File: config.mk
export PLATFORM = sky130hd
export DESIGN_NAME = xgmii_tx_framer
export DESIGN_NICKNAME = d
export VERILOG_FILES = /design/src/rtl/xgmii_tx_framer.sv
export SDC_FILE = /design/constraint.sdc
export NUM_CORES = 1
export LEC_CHECK = 0
export ABC_CLOCK_PERIOD_IN_PS = 3430
export BUFFER_PORTS_ARGS = -buffer_cell sky130_fd_sc_hd__buf_4
export CELL_PAD_IN_SITES_DETAIL_PLACEMENT = 1
export CELL_PAD_IN_SITES_GLOBAL_PLACEMENT = 1
export CORE_MARGIN = 2
export CORE_UTILIZATION = 33
export CTS_CLUSTER_DIAMETER = 200
export DETAILED_ROUTE_END_ITERATION = 10
export PLACE_DENSITY_LB_ADDON = 0.12
export SYNTH_ARGS = -nofsm -noshare
export SYNTH_HDL_FRONTEND = slang
export SYNTH_SLANG_ARGS = --single-unit
File: constraint.sdc
create_clock -name sys_clk -period 3.43 [get_ports sys_clk]
set_input_delay 0 -clock sys_clk [delete_from_list [all_inputs] [get_ports sys_clk]]
set_output_delay 0 -clock sys_clk [all_outputs]
set_load 0.02 [all_outputs]
File: src/rtl/xgmii_tx_framer.sv
// Per-port XGMII transmit framer: drains a first-word-fall-through 72-bit FIFO onto XGMII.
// Optional statistics counters are built only when XGMII_TX_STATS_EN is defined.
module xgmii_tx_framer #(
    parameter int          IFG_WORDS = 2,
    parameter logic [11:0] MAX_WORDS = 12'd200
) (
    input  logic        sys_clk,
    input  logic        sys_rst,
    input  logic [71:0] dout,
    input  logic        empty,
    output logic        rd_en,
    output logic [63:0] xgmii_txd,
    output logic [7:0]  xgmii_txc,
    output logic [31:0] tx_frames,
    output logic [31:0] tx_underrun,
    output logic [31:0] tx_dropped
);

    localparam logic [63:0] IDLE_D   = 64'h0707070707070707;
    localparam logic [63:0] ERR_D    = 64'hfefefefefefefefe;
    localparam logic [3:0]  IFG_LOAD = 4'(IFG_WORDS);

    typedef enum logic [2:0] {
        S_IDLE,
        S_FRAME,
        S_ERR,
        S_DROP,
        S_IFG
    } state_t;

    localparam state_t GAP_STATE = (IFG_WORDS == 0) ? S_IDLE : S_IFG;

    state_t      r_state, w_state_nxt;
    logic [11:0] r_word_cnt, w_word_cnt_nxt;
    logic [3:0]  r_ifg_cnt, w_ifg_cnt_nxt;
    logic [63:0] r_txd, w_txd_nxt;
    logic [7:0]  r_txc, w_txc_nxt;
    logic        w_rd;
    logic        w_is_end;
    logic        w_is_start;

    assign w_is_end   = (dout[71:64] == 8'hff);
    assign w_is_start = dout[64] && (dout[7:0] == 8'hfb) && !w_is_end;

    always_comb begin
        // NOTE: every signal gets a default before the case so no path can infer a latch.
        w_state_nxt    = r_state;
        w_word_cnt_nxt = r_word_cnt;
        w_ifg_cnt_nxt  = r_ifg_cnt;
        w_txd_nxt      = IDLE_D;
        w_txc_nxt      = 8'hff;
        w_rd           = 1'b0;
        case (r_state)
            S_IDLE: begin
                if (!empty) begin
                    w_rd = 1'b1;
                    if (w_is_start) begin
                        w_txd_nxt      = dout[63:0];
                        w_txc_nxt      = dout[71:64];
                        w_word_cnt_nxt = 12'd1;
                        w_state_nxt    = S_FRAME;
                    end else if (!w_is_end) begin
                        w_state_nxt = S_DROP;
                    end
                end
            end
            S_FRAME: begin
                // End detection outranks the length limit, which outranks a normal pop.
                if (empty) begin
                    w_txd_nxt   = ERR_D;
                    w_state_nxt = S_ERR;
                end else if (w_is_end) begin
                    w_rd          = 1'b1;
                    w_ifg_cnt_nxt = IFG_LOAD;
                    w_state_nxt   = GAP_STATE;
                end else if (r_word_cnt == MAX_WORDS) begin
                    w_txd_nxt   = ERR_D;
                    w_state_nxt = S_DROP;
                end else begin
                    w_rd           = 1'b1;
                    w_txd_nxt      = dout[63:0];
                    w_txc_nxt      = dout[71:64];
                    w_word_cnt_nxt = r_word_cnt + 12'd1;
                end
            end
            S_ERR: w_state_nxt = S_DROP;
            S_DROP: begin
                if (!empty) begin
                    w_rd = 1'b1;
                    if (w_is_end) begin
                        w_ifg_cnt_nxt = IFG_LOAD;
                        w_state_nxt   = GAP_STATE;
                    end
                end
            end
            S_IFG: begin
                if (r_ifg_cnt <= 4'd1) w_state_nxt = S_IDLE;
                else                   w_ifg_cnt_nxt = r_ifg_cnt - 4'd1;
            end
            default: w_state_nxt = S_IDLE;
        endcase
    end

    assign rd_en     = w_rd & ~sys_rst;
    assign xgmii_txd = r_txd;
    assign xgmii_txc = r_txc;

    // NOTE: state registers use non-blocking assignments so every flop samples pre-edge values.
    always_ff @(posedge sys_clk) begin
        if (sys_rst) begin
            r_state    <= S_IDLE;
            r_word_cnt <= 12'd0;
            r_ifg_cnt  <= 4'd0;
            r_txd      <= IDLE_D;
            r_txc      <= 8'hff;
        end else begin
            r_state    <= w_state_nxt;
            r_word_cnt <= w_word_cnt_nxt;
            r_ifg_cnt  <= w_ifg_cnt_nxt;
            r_txd      <= w_txd_nxt;
            r_txc      <= w_txc_nxt;
        end
    end

`ifdef XGMII_TX_STATS_EN
    logic        w_frame_inc, w_under_inc, w_drop_inc;
    logic [31:0] r_tx_frames, r_tx_underrun, r_tx_dropped;

    assign w_frame_inc = (r_state == S_FRAME) && !empty && w_is_end;
    assign w_under_inc = (r_state == S_FRAME) && (empty || (!w_is_end && r_word_cnt == MAX_WORDS));
    assign w_drop_inc  = (r_state == S_IDLE) && !empty && !w_is_end && !w_is_start;

    always_ff @(posedge sys_clk) begin
        if (sys_rst) begin
            r_tx_frames   <= 32'd0;
            r_tx_underrun <= 32'd0;
            r_tx_dropped  <= 32'd0;
        end else begin
            if (w_frame_inc) r_tx_frames   <= r_tx_frames + 32'd1;
            if (w_under_inc) r_tx_underrun <= r_tx_underrun + 32'd1;
            if (w_drop_inc)  r_tx_dropped  <= r_tx_dropped + 32'd1;
        end
    end

    assign tx_frames   = r_tx_frames;
    assign tx_underrun = r_tx_underrun;
    assign tx_dropped  = r_tx_dropped;
`else
    assign tx_frames   = 32'h0;
    assign tx_underrun = 32'h0;
    assign tx_dropped  = 32'h0;
`endif

endmodule

; ---- After elaboration in Yosys (flattened, before gate mapping)
; Index checks and enable logic that the tools add are counted.
[word_totals]
register_bits = 91
elab_cells = 78
[op_classes]
bitwise_logic = 2
n_reduce_logical = 11
n_eq_ne = 20
order_cmp = 1
n_addsub = 2
n_mux = 37
[ops]
columns = cell, n
row1 = 2-to-1 mux 64 bit, 5
row2 = case mux 64 bit (2 select lines), 1
row3 = 2-to-1 mux 12 bit, 5
row4 = 2-to-1 mux 8 bit, 5
row5 = 2-to-1 mux 3 bit, 9
row6 = case mux 12 bit (2 select lines), 1
row7 = "!= test 2 bit, second input constant", 10
row8 = "equality test 8 bit, second input constant", 2
row9 = case mux 8 bit (2 select lines), 1
row10 = case mux 3 bit (5 select lines), 1
row11 = "adder 12 x 1 -> 12 bit, second input constant", 1
row12 = "equality test 12 x 8 -> 1 bit, second input constant", 1
row13 = 2-to-1 mux 4 bit, 3
row14 = AND reduction 6 bit, 2
row15 = case mux 4 bit (2 select lines), 1
row16 = "equality test 3 x 2 -> 1 bit, second input constant", 2
row17 = "<= comparator 4 x 1 -> 1 bit, second input constant", 1
row18 = 2-to-1 mux 1 bit, 4
row19 = "!= test 4 bit, second input constant", 1
row20 = AND reduction 4 bit, 1
row21 = nonzero test 2 bit, 2
row22 = OR reduction 2 bit, 2
row23 = "subtractor 4 x 1 -> 4 bit, second input constant", 1
row24 = "equality test 3 x 1 -> 1 bit, second input constant", 1
row25 = other kinds (9), 10

; ---- Depth between registers and ports, before layout
; Gate-level depths: netlist of run 1.
[depth]
depth_word = 6
mapped_depth = 8
ltp_nobuf = 7

; ---- Worst setup path before layout of run 1
; OpenSTA, ideal clock, no wires.
[synth_path]
path_kind = register -> register
start = register r_word_cnt[0]
end = register r_word_cnt[1]
setup_time_ps = 123
arrival_ps = 1929
setup_slack_ps = 1378
path_stages_with_launch = 8
required_time_ps = 3307
cell_sequence = dfxtp_1 > inv_1 > ha_1 > and4b_1 > and3_1 > a21o_1 > nor2_1 > mux2_1
[synth_between]
elab_chain_cells = 5
word_cells_on_any_way = 8
cone_classes = 1 x add/sub / 2 x eq/ne / 4 x mux / 1 x reduce/logical
[synth_rtl]
columns = item, line_no
row1 = "start, declared", 34  ; logic [11:0] r_word_cnt, w_word_cnt_nxt;
row2 = "start signal, assigned", 118  ; r_word_cnt <= w_word_cnt_nxt;
row3 = adder 12 x 1 -> 12 bit, 83  ; w_word_cnt_nxt = r_word_cnt + 12'd1;
row4 = 2-to-1 mux 12 bit, 76  ; end else if (r_word_cnt == MAX_WORDS) begin
row5 = 2-to-1 mux 12 bit, 72  ; end else if (w_is_end) begin
row6 = 2-to-1 mux 12 bit, 69  ; if (empty) begin
row7 = case mux 12 bit (2 select lines), 53  ; case (r_state)
; Several ways; a longest one is shown, not always the timed one. The select of a mux whose other input is x is not followed.
; A chain may end at the register's enable or synchronous reset.

; ---- Final worst setup path of run 1
[layout_path]
start = register r_state[0]
end = register r_word_cnt[11]
[layout_between]
elab_chain_cells = 3
word_cells_on_any_way = 10
cone_classes = 6 x eq/ne / 1 x mux / 3 x reduce/logical
[layout_rtl]
columns = item, line_no
row1 = "start, declared", 33  ; state_t r_state, w_state_nxt;
row2 = "start signal, assigned", 117  ; r_state <= w_state_nxt;
row3 = equality test 3 x 1 -> 1 bit or logical NOT 3 bit (tied branches), 53
row4 = != test 2 bit (no line) or nonzero test 2 bit (tied branches), --
row5 = AND reduction 6 bit (no line), --
; Several ways; a longest one is shown, not always the timed one.

==> summary.txt, run 1 <==
Routing
  – Routed len/inst: 16.0 um
  – DRC violations left: 0
  – Via density: 4.48
  – Detail Route Antenna Nets: 0
  – DRT Pass-1 Iters: 4
  – Routed Wire Length: 13600 um
  – Via Count: around 3800
  – DR iter-0 viols: 234

Power and ir drop
  – Max IR drop VDD: 242 uV
  – Seq pwr share: 37.2%
  – Net Sw Frac: 37.2%
  – Comb power frac: approximately 35%
  – Leakage: 2.68 nW
  – PD cells: 574 nW/um2
  – Sw Pwr: ~0.0013 W
  – Clock network power share: ~28%
  – Internal: 0.00218 W

Critical path
  – RR Endpoint: r_word_cnt[11]
  – R2R setup slack: 0.92 ns
  – CP Data Arrival Time: between 2 and 3 ns
  – CP Capture Type: flip-flop
  – Worst r2r src: r_state[0]
  – Crit path kind: flip-flop to flip-flop
  – Crit Path Max Fanout: 19
  – R2R cell count: 5
  – Crit path required time: about 3.7 ns
  – Setup crit start kind: flip-flop

Layout
  – Most frequent cells in the layout: 152 x buf_4, 96 x conb_1, 91 x dfxtp_1, 73 x dlygate4sd3_1, 45 x nor2_1
  – Fraction of layout cells with a size suffix above 1: 25.5%
  – Fill cell count: 1468
  – Area growth, synth to finish: 46.6%
  – ANT cells: 0
  – Final #Nets: 756
  – Most common cell after layout, fill and taps aside: buf_4

Logic synthesis
  – Syn Inst Count: about 470
  – Synth Flop Type: dfxtp_1
  – Synth warnings: 0
  – Yosys reg bits: 91
  – Synth unique cells: 43
  – Post-synth EDFFs: 0
  – Post-synth ARST share: 0%
  – Register area share after synthesis: ~44%
  – Post-Synthesis Cell Area: 4130 um2
  – Syn Area/Cell: 8.87 um2

Worst hold path
  – Worst Hold Depth: 3
  – Hold crit path type: primary input to flip-flop
  – HP Start: empty
  – Hold endpoint: xgmii_txc[1]

CTS
  – Worst-Skew Late Latency: 0.35 ns
  – Post-CTS setup buffer count: 0
  – Clock slew at reported path FFs: 0.07 ns
  – Clock root buffer: clkbuf_16
  – CTS tree: done
  – Bufs on Longest Clock Path: 2
  – Resize count post-CTS: 0
  – H-tree Lvls: 3
  – Hold buffer count at CTS: 73
  – Clock sink total: 91
  – CTS buffer count: 9

GRT
  – GRT Resource Usage Total: 19.2%
  – Pin count of the biggest net entering global routing: 42
  – Global-route wire length before repair: approximately 20000 um
  – Total grt overflow: 0
  – Initial antenna violation count: 0
  – Number of global-route vias before repair: 3774

Timing
  – Slew margin rel.: 50.5%
  – Setup tns final: 0 ns
  – Fmax: 399 MHz
  – Worst-margin pin slew: approximately 0.74 ns
  – Fin. max-slew vios: 0
  – Worst setup margin: 0.923 ns
  – Layout Skew: 0.0125 ns
  – Fin. Hold Viols: 0
  – Tcrit/Tclk final: between 70 and 80%
  – Final setup violation count: 0
  – Min Tclk post-route: between 2 and 3 ns
  – Hold Slack: 0.157 ns
  – RSZ-0062 raised after global routing: false

Floorplanning
  – Core footprint: 12100 um2
  – Die area: 13400 um2
  – Row count: 40
  – Io pins: 244
  – DIE HEIGHT: 116 um
  – Starting Density: 34.1%
  – Die W: 116 um

Run status
  – Outcome: completed

Place
  – Dpl hpwl: 9040 um
  – PortBufs: 147
  – Pre-CTS WS: 0.931 ns
  – Final Wtd Congestion: 0.871

Job
  – Max_cap viols: 0
flip-flops by register name, indices dropped and copies added, names as in the netlist:
register,count
xgmii_txc,8
r_ifg_cnt,4
r_word_cnt,12
xgmii_txd,64
r_state,3
cells in the mapped netlist (4+ instances only):
library cell,instances,area [um2]
o2bb2ai_1,7,61.3
clkbuf_1,20,75.1
buf_4,97,728
nor3_1,12,60.1
nand2_1,28,105
dfxtp_1,91,1820
nand3_1,6,30.0
a311oi_1,4,35.0
o21ai_0,37,185
nand4_1,4,25.0
ha_1,4,50.1
inv_1,9,33.8
and3_1,4,25.0
a21oi_1,13,65.1
nor2_1,45,169
o211ai_1,4,30.0
o21a_1,44,330
a31oi_1,4,25.0
power groups by stage:
stage / clock (W) / sequential [W] / combinational (W)
4_1_cts: 0.00100 / 0.00129 / 0.00120
5_1_grt: 0.00105 / 0.00131 / 0.00129
3_3_place_gp: 0 / 0.00131 / 0.00110
6_report: 0.000985 / 0.00129 / 0.00120
2_1_floorplan: 0 / 0.00145 / 0.000616
3_5_place_dp: 0 / 0.00131 / 0.00112
metrics by stage:
| step | cells | utilization (%) | total power [W] | area (um2) |
|---|---|---|---|---|
| CTS | 850 | 50.0 | 0.00349 | 6060 |
| floorplan | 561 | - | 0.00206 | 4490 |
| detailed placement | 761 | 41.6 | 0.00244 | 5040 |
| finish | 850 | 50.0 | 0.00348 | 6060 |
| global route | 850 | 50.0 | 0.00365 | 6060 |
| global placement | 761 | 41.6 | 0.00241 | 5040 |
layer usage:
| metal | vias up | global-route usage, % | share of wire, % |
|---|---|---|---|
| met4 | 0 | 6.90 | 2.7 |
| met2 | 172 | 35.7 | 51 |
| met1 | 1782 | 21.2 | 39 |
| met3 | 24 | 4.76 | 6.7 |
| met5 | - | 0 | 0 |
| li1 | 1830 | - | - |
critical path, cell delays in order (launching register included):
cell	delay (ns)
dfxtp_1	0.69
or4b_1	0.62
a31oi_4	0.34
nand2_1	0.10
or4_4	0.52
o221ai_2	0.15
layout make-up:
cell class,instances,area [um2],share of cell area (%)
well taps,168,210,3.47
clock inverters,6,53.8,0.888
multi-input cells,341,1830,30.2
clock buffers,10,239,3.94
flip-flops and latches,91,1820,30.1
inverters,9,33.8,0.558
repair buffers,225,1870,30.9
worst max-delay path by stage:
stage / startpoint / end / slack, ns
floorplan: r_word_cnt[0] / r_word_cnt[1] / 1.38
global placement: r_state[0] / r_word_cnt[11] / 1.04
detailed placement: r_state[0] / r_word_cnt[11] / 0.93
CTS: r_state[0] / r_word_cnt[11] / 0.92
global route: r_state[0] / r_word_cnt[9] / 0.76
finish: r_state[0] / r_word_cnt[11] / 0.92
cell families (layout without fill, tap and decap cells):
| logic type | Yosys count | count (layout) | share of synthesized area (%) |
|---|---|---|---|
| compound gates | 124 | 124 | 20.4 |
| xor+xnor | 1 | 1 | 0.212 |
| fa+ha+maj | 4 | 4 | 1.21 |
| buf+inv | 129 | 250 | 20.6 |
| flops | 91 | 91 | 44.1 |
| mux | 1 | 1 | 0.272 |
| other cells | 1 | 96 | 0.0907 |
| simple gates | 115 | 115 | 13.2 |
No activity file was read; power rests on OpenSTA's default activity.
==> inputs of run 2 (changes only) <==
- ABC_CLOCK_PERIOD_IN_PS: 3430 -> 2620
- CORE_UTILIZATION: 33 -> 30
- clock period: 3.43 -> 2.62 ns (I/O delays scaled with it)
==> run 2 against run 1 <==
  * Combinational power is 38% higher
  * Worst hold slack worse by 0.0023 ns
  * Count of clock-buffer cells in the layout is 1 higher
  * Critical path type unchanged
==> summary.txt, run 2 (synthesized netlist as in run 1, its figures left out) <==
Critical path
  – CP endpoint: r_word_cnt[1]
  – R2R cell count: 7 (+2)
  – Crit path kind: flip-flop to flip-flop
  – Critical Path Start: r_word_cnt[0]
  – R2R setup slack: 0.15 ns (-0.77 ns)
  – Slowest cell on crit path: nor2_1
  – Worst r2r src: r_word_cnt[0]
  – Critical-path cell list: inv_1 > ha_1 > and4b_1 > and3_1 > a21o_1 > nor2_1 > mux2_1
  – Crit Path Max Fanout: 8 (-11)
  – Slowest stage delay, CP: 0.60 ns (-0.09 ns)
  – CP Data Arrival Time: 2.70 ns (-0.07 ns)
  – CP Capture Type: flip-flop
  – Crit path required time: 2.85 ns (-0.85 ns)
  – RR Endpoint: r_word_cnt[1]
  – Setup crit start kind: flip-flop

Place
  – Dpl hpwl: 9170 um (+1.4%)
  – Pre-CTS WS: 0.193 ns (-0.738 ns)
  – Final Wtd Congestion: 0.834 (-4.2%)
  – PortBufs: 147 (unchanged)
  – DP Area: 5110 um2 (+1.4%)

CTS
  – CTS tree: done
  – Clock slew at reported path FFs: 0.06 ns (about the same)
  – H-tree Lvls: 3 (unchanged)
  – Resize count post-CTS: 0 (unchanged)
  – CTS buffer count: 9 (unchanged)
  – Worst-Skew Late Latency: 0.34 ns (about the same)
  – Clock sink total: 91 (unchanged)
  – Bufs on Longest Clock Path: 2 (unchanged)
  – Clock root buffer: clkbuf_16

Power and ir drop
  – Clock network power share: 26.8% (-1.5 points)
  – Seq pwr share: 36.8% (-0.4 points)
  – Total power: 0.00455 W (+31%)
  – Internal: 0.00290 W (+33%)
  – Comb power frac: 36.5% (+2.0 points)
  – Leakage: 2.70 nW (+0.79%)
  – Net Sw Frac: 36.2% (-1.0 points)
  – Sw Pwr: 0.00165 W (+27%)
  – Max IR drop VDD: 302 uV (+25%)
  – PD cells: 743 nW/um2 (+30%)

Layout
  – Fraction of layout cells with a size suffix above 1: 25.9% (+0.40 points)
  – Post-route cell area: 6120 um2 (+1.0%)
  – Most frequent cells in the layout: 155 x buf_4, 96 x conb_1, 91 x dfxtp_1, 73 x dlygate4sd3_1, 45 x nor2_1
  – Largest register FFs: 64 (unchanged)
  – Area growth, synth to finish: 48.1%
  – Most common cell after layout, fill and taps aside: buf_4
  – Final #Nets: 761 (+0.66%)
  – Fill cell count: 1608 (+9.5%)

Timing
  – Min Tclk post-route: 2.47 ns (-0.0396 ns)
  – Tcrit/Tclk final: 94.2% (+21 points)
  – Fmax: 405 MHz (+1.6%)
  – Layout Skew: 0.00793 ns (-0.00459 ns)
  – Final setup violation count: 0 (unchanged)
  – Worst setup margin: 0.153 ns (-0.770 ns)
  – Worst-margin pin slew: 0.768 ns (+0.0271 ns)
  – Setup tns final: 0 ns (unchanged)
  – Fin. Hold Viols: 0 (unchanged)
  – RSZ-0062 raised after global routing: false
  – Fin. max-slew vios: 0 (unchanged)
  – Slew margin rel.: 48.6% (-1.8 points)

Floorplanning
  – Starting Density: 31.0% (-3.2 points)
  – Die W: 121 um (+4.7%)
  – Core footprint: 13300 um2 (+10%)
  – Row count: 42 (+5.0%)
  – Die area: 14700 um2 (+9.6%)
  – DIE HEIGHT: 121 um (+4.7%)
  – Io pins: 244 (unchanged)

Routing
  – Via Count: 3851 (+1.1%)
  – Metal-1 WL: 5240 um (-1.8%)
  – DR iter-0 viols: 148 (-37%)
  – Via density: 4.46 (-0.51%)
  – Routed Wire Length: 13200 um (-2.8%)
  – Routed len/inst: 15.3 um (-4.4%)
  – Met2 routed WL: 6790 um (-2.7%)
  – Met3 wire length: 863 um (-5.0%)
  – Detail Route Antenna Nets: 0 (unchanged)
  – Highest metal used: met4
  – DRC violations left: 0 (unchanged)
  – DRT Pass-1 Iters: 4 (unchanged)

Job
  – Max_cap viols: 0 (unchanged)

Worst hold path
  – Hold crit path type: primary input to flip-flop

GRT
  – Global-route wire length before repair: 19900 um (-0.38%)
  – Number of global-route vias before repair: 3826 (+1.4%)
  – Total grt overflow: 0 (unchanged)
  – Initial antenna violation count: 0 (unchanged)
  – GRT Resource Usage Total: 17.3% (-1.9 points)
  – Pin count of the biggest net entering global routing: 42 (unchanged)

Run status
  – Outcome: completed
[run 2: repair_timing]
action,4_1_cts,5_1_grt
setup buffers,0,0
hold endpoints to repair,73,0
hold buffers,73,0
[run 2: power groups by stage]
| stage | Clock [W] | Combinational, W | Sequential (W) |
|---|---|---|---|
| finish | 0.00122 | 0.00166 | 0.00167 |
| global route | 0.00133 | 0.00179 | 0.00170 |
| CTS | 0.00127 | 0.00166 | 0.00167 |
| detailed placement | 0 | 0.00157 | 0.00171 |
| global placement | 0 | 0.00155 | 0.00169 |
| floorplan | 0 | 0.000807 | 0.00190 |
[run 2: cell type report]
class / instances / area, um2 / area share, %
Timing Repair Buffer: 230 / 1930 / 31.6
Multi-Input combinational cell: 341 / 1830 / 29.9
Sequential cell: 91 / 1820 / 29.8
Clock buffer: 11 / 243 / 3.96
Tap cell: 176 / 220 / 3.60
Clock inverter: 5 / 37.5 / 0.613
Inverter: 9 / 33.8 / 0.552
Antenna cell: 1 / 2.50 / 0.0409
[run 2: worst min path at each step]
stage                        start            end  depth (start not counted)
after floorplan           dout[64]   xgmii_txc[0]                          2
after global placement     dout[8]   xgmii_txd[8]                          3
after detailed placement  dout[59]  xgmii_txd[59]                          2
after CTS                    empty  xgmii_txd[58]                          3
after global routing         empty   xgmii_txc[6]                          3
final                        empty   xgmii_txc[6]                          3
[run 2: metal layers]
metal	track usage [%]	vias to the layer above
met5	0	-
li1	-	1836
met2	31.3	164
met4	7.83	0
met1	19.1	1829
met3	3.99	22
[run 2: stage by stage]
| stage | hold slack (ns) | utilization, % | std cells |
|---|---|---|---|
| 2_1_floorplan | 0.0991 | - | 561 |
| 3_3_place_gp | 0.198 | 38.3 | 774 |
| 3_5_place_dp | 0.213 | 38.3 | 774 |
| 4_1_cts | 0.136 | 45.8 | 863 |
| 5_1_grt | 0.173 | 45.8 | 863 |
| 6_report | 0.155 | 45.9 | 864 |
[run 2: worst max-delay path: cells and delay by family, from the launching register on]
family | cells | cell delay (ns)
and+or+nand+nor | 3 | 1.07
DFF | 1 | 0.39
muxes | 1 | 0.37
AOI/OAI and AO/OA | 1 | 0.23
adders and majority gates | 1 | 0.20
buffers and inverters | 1 | 0.08
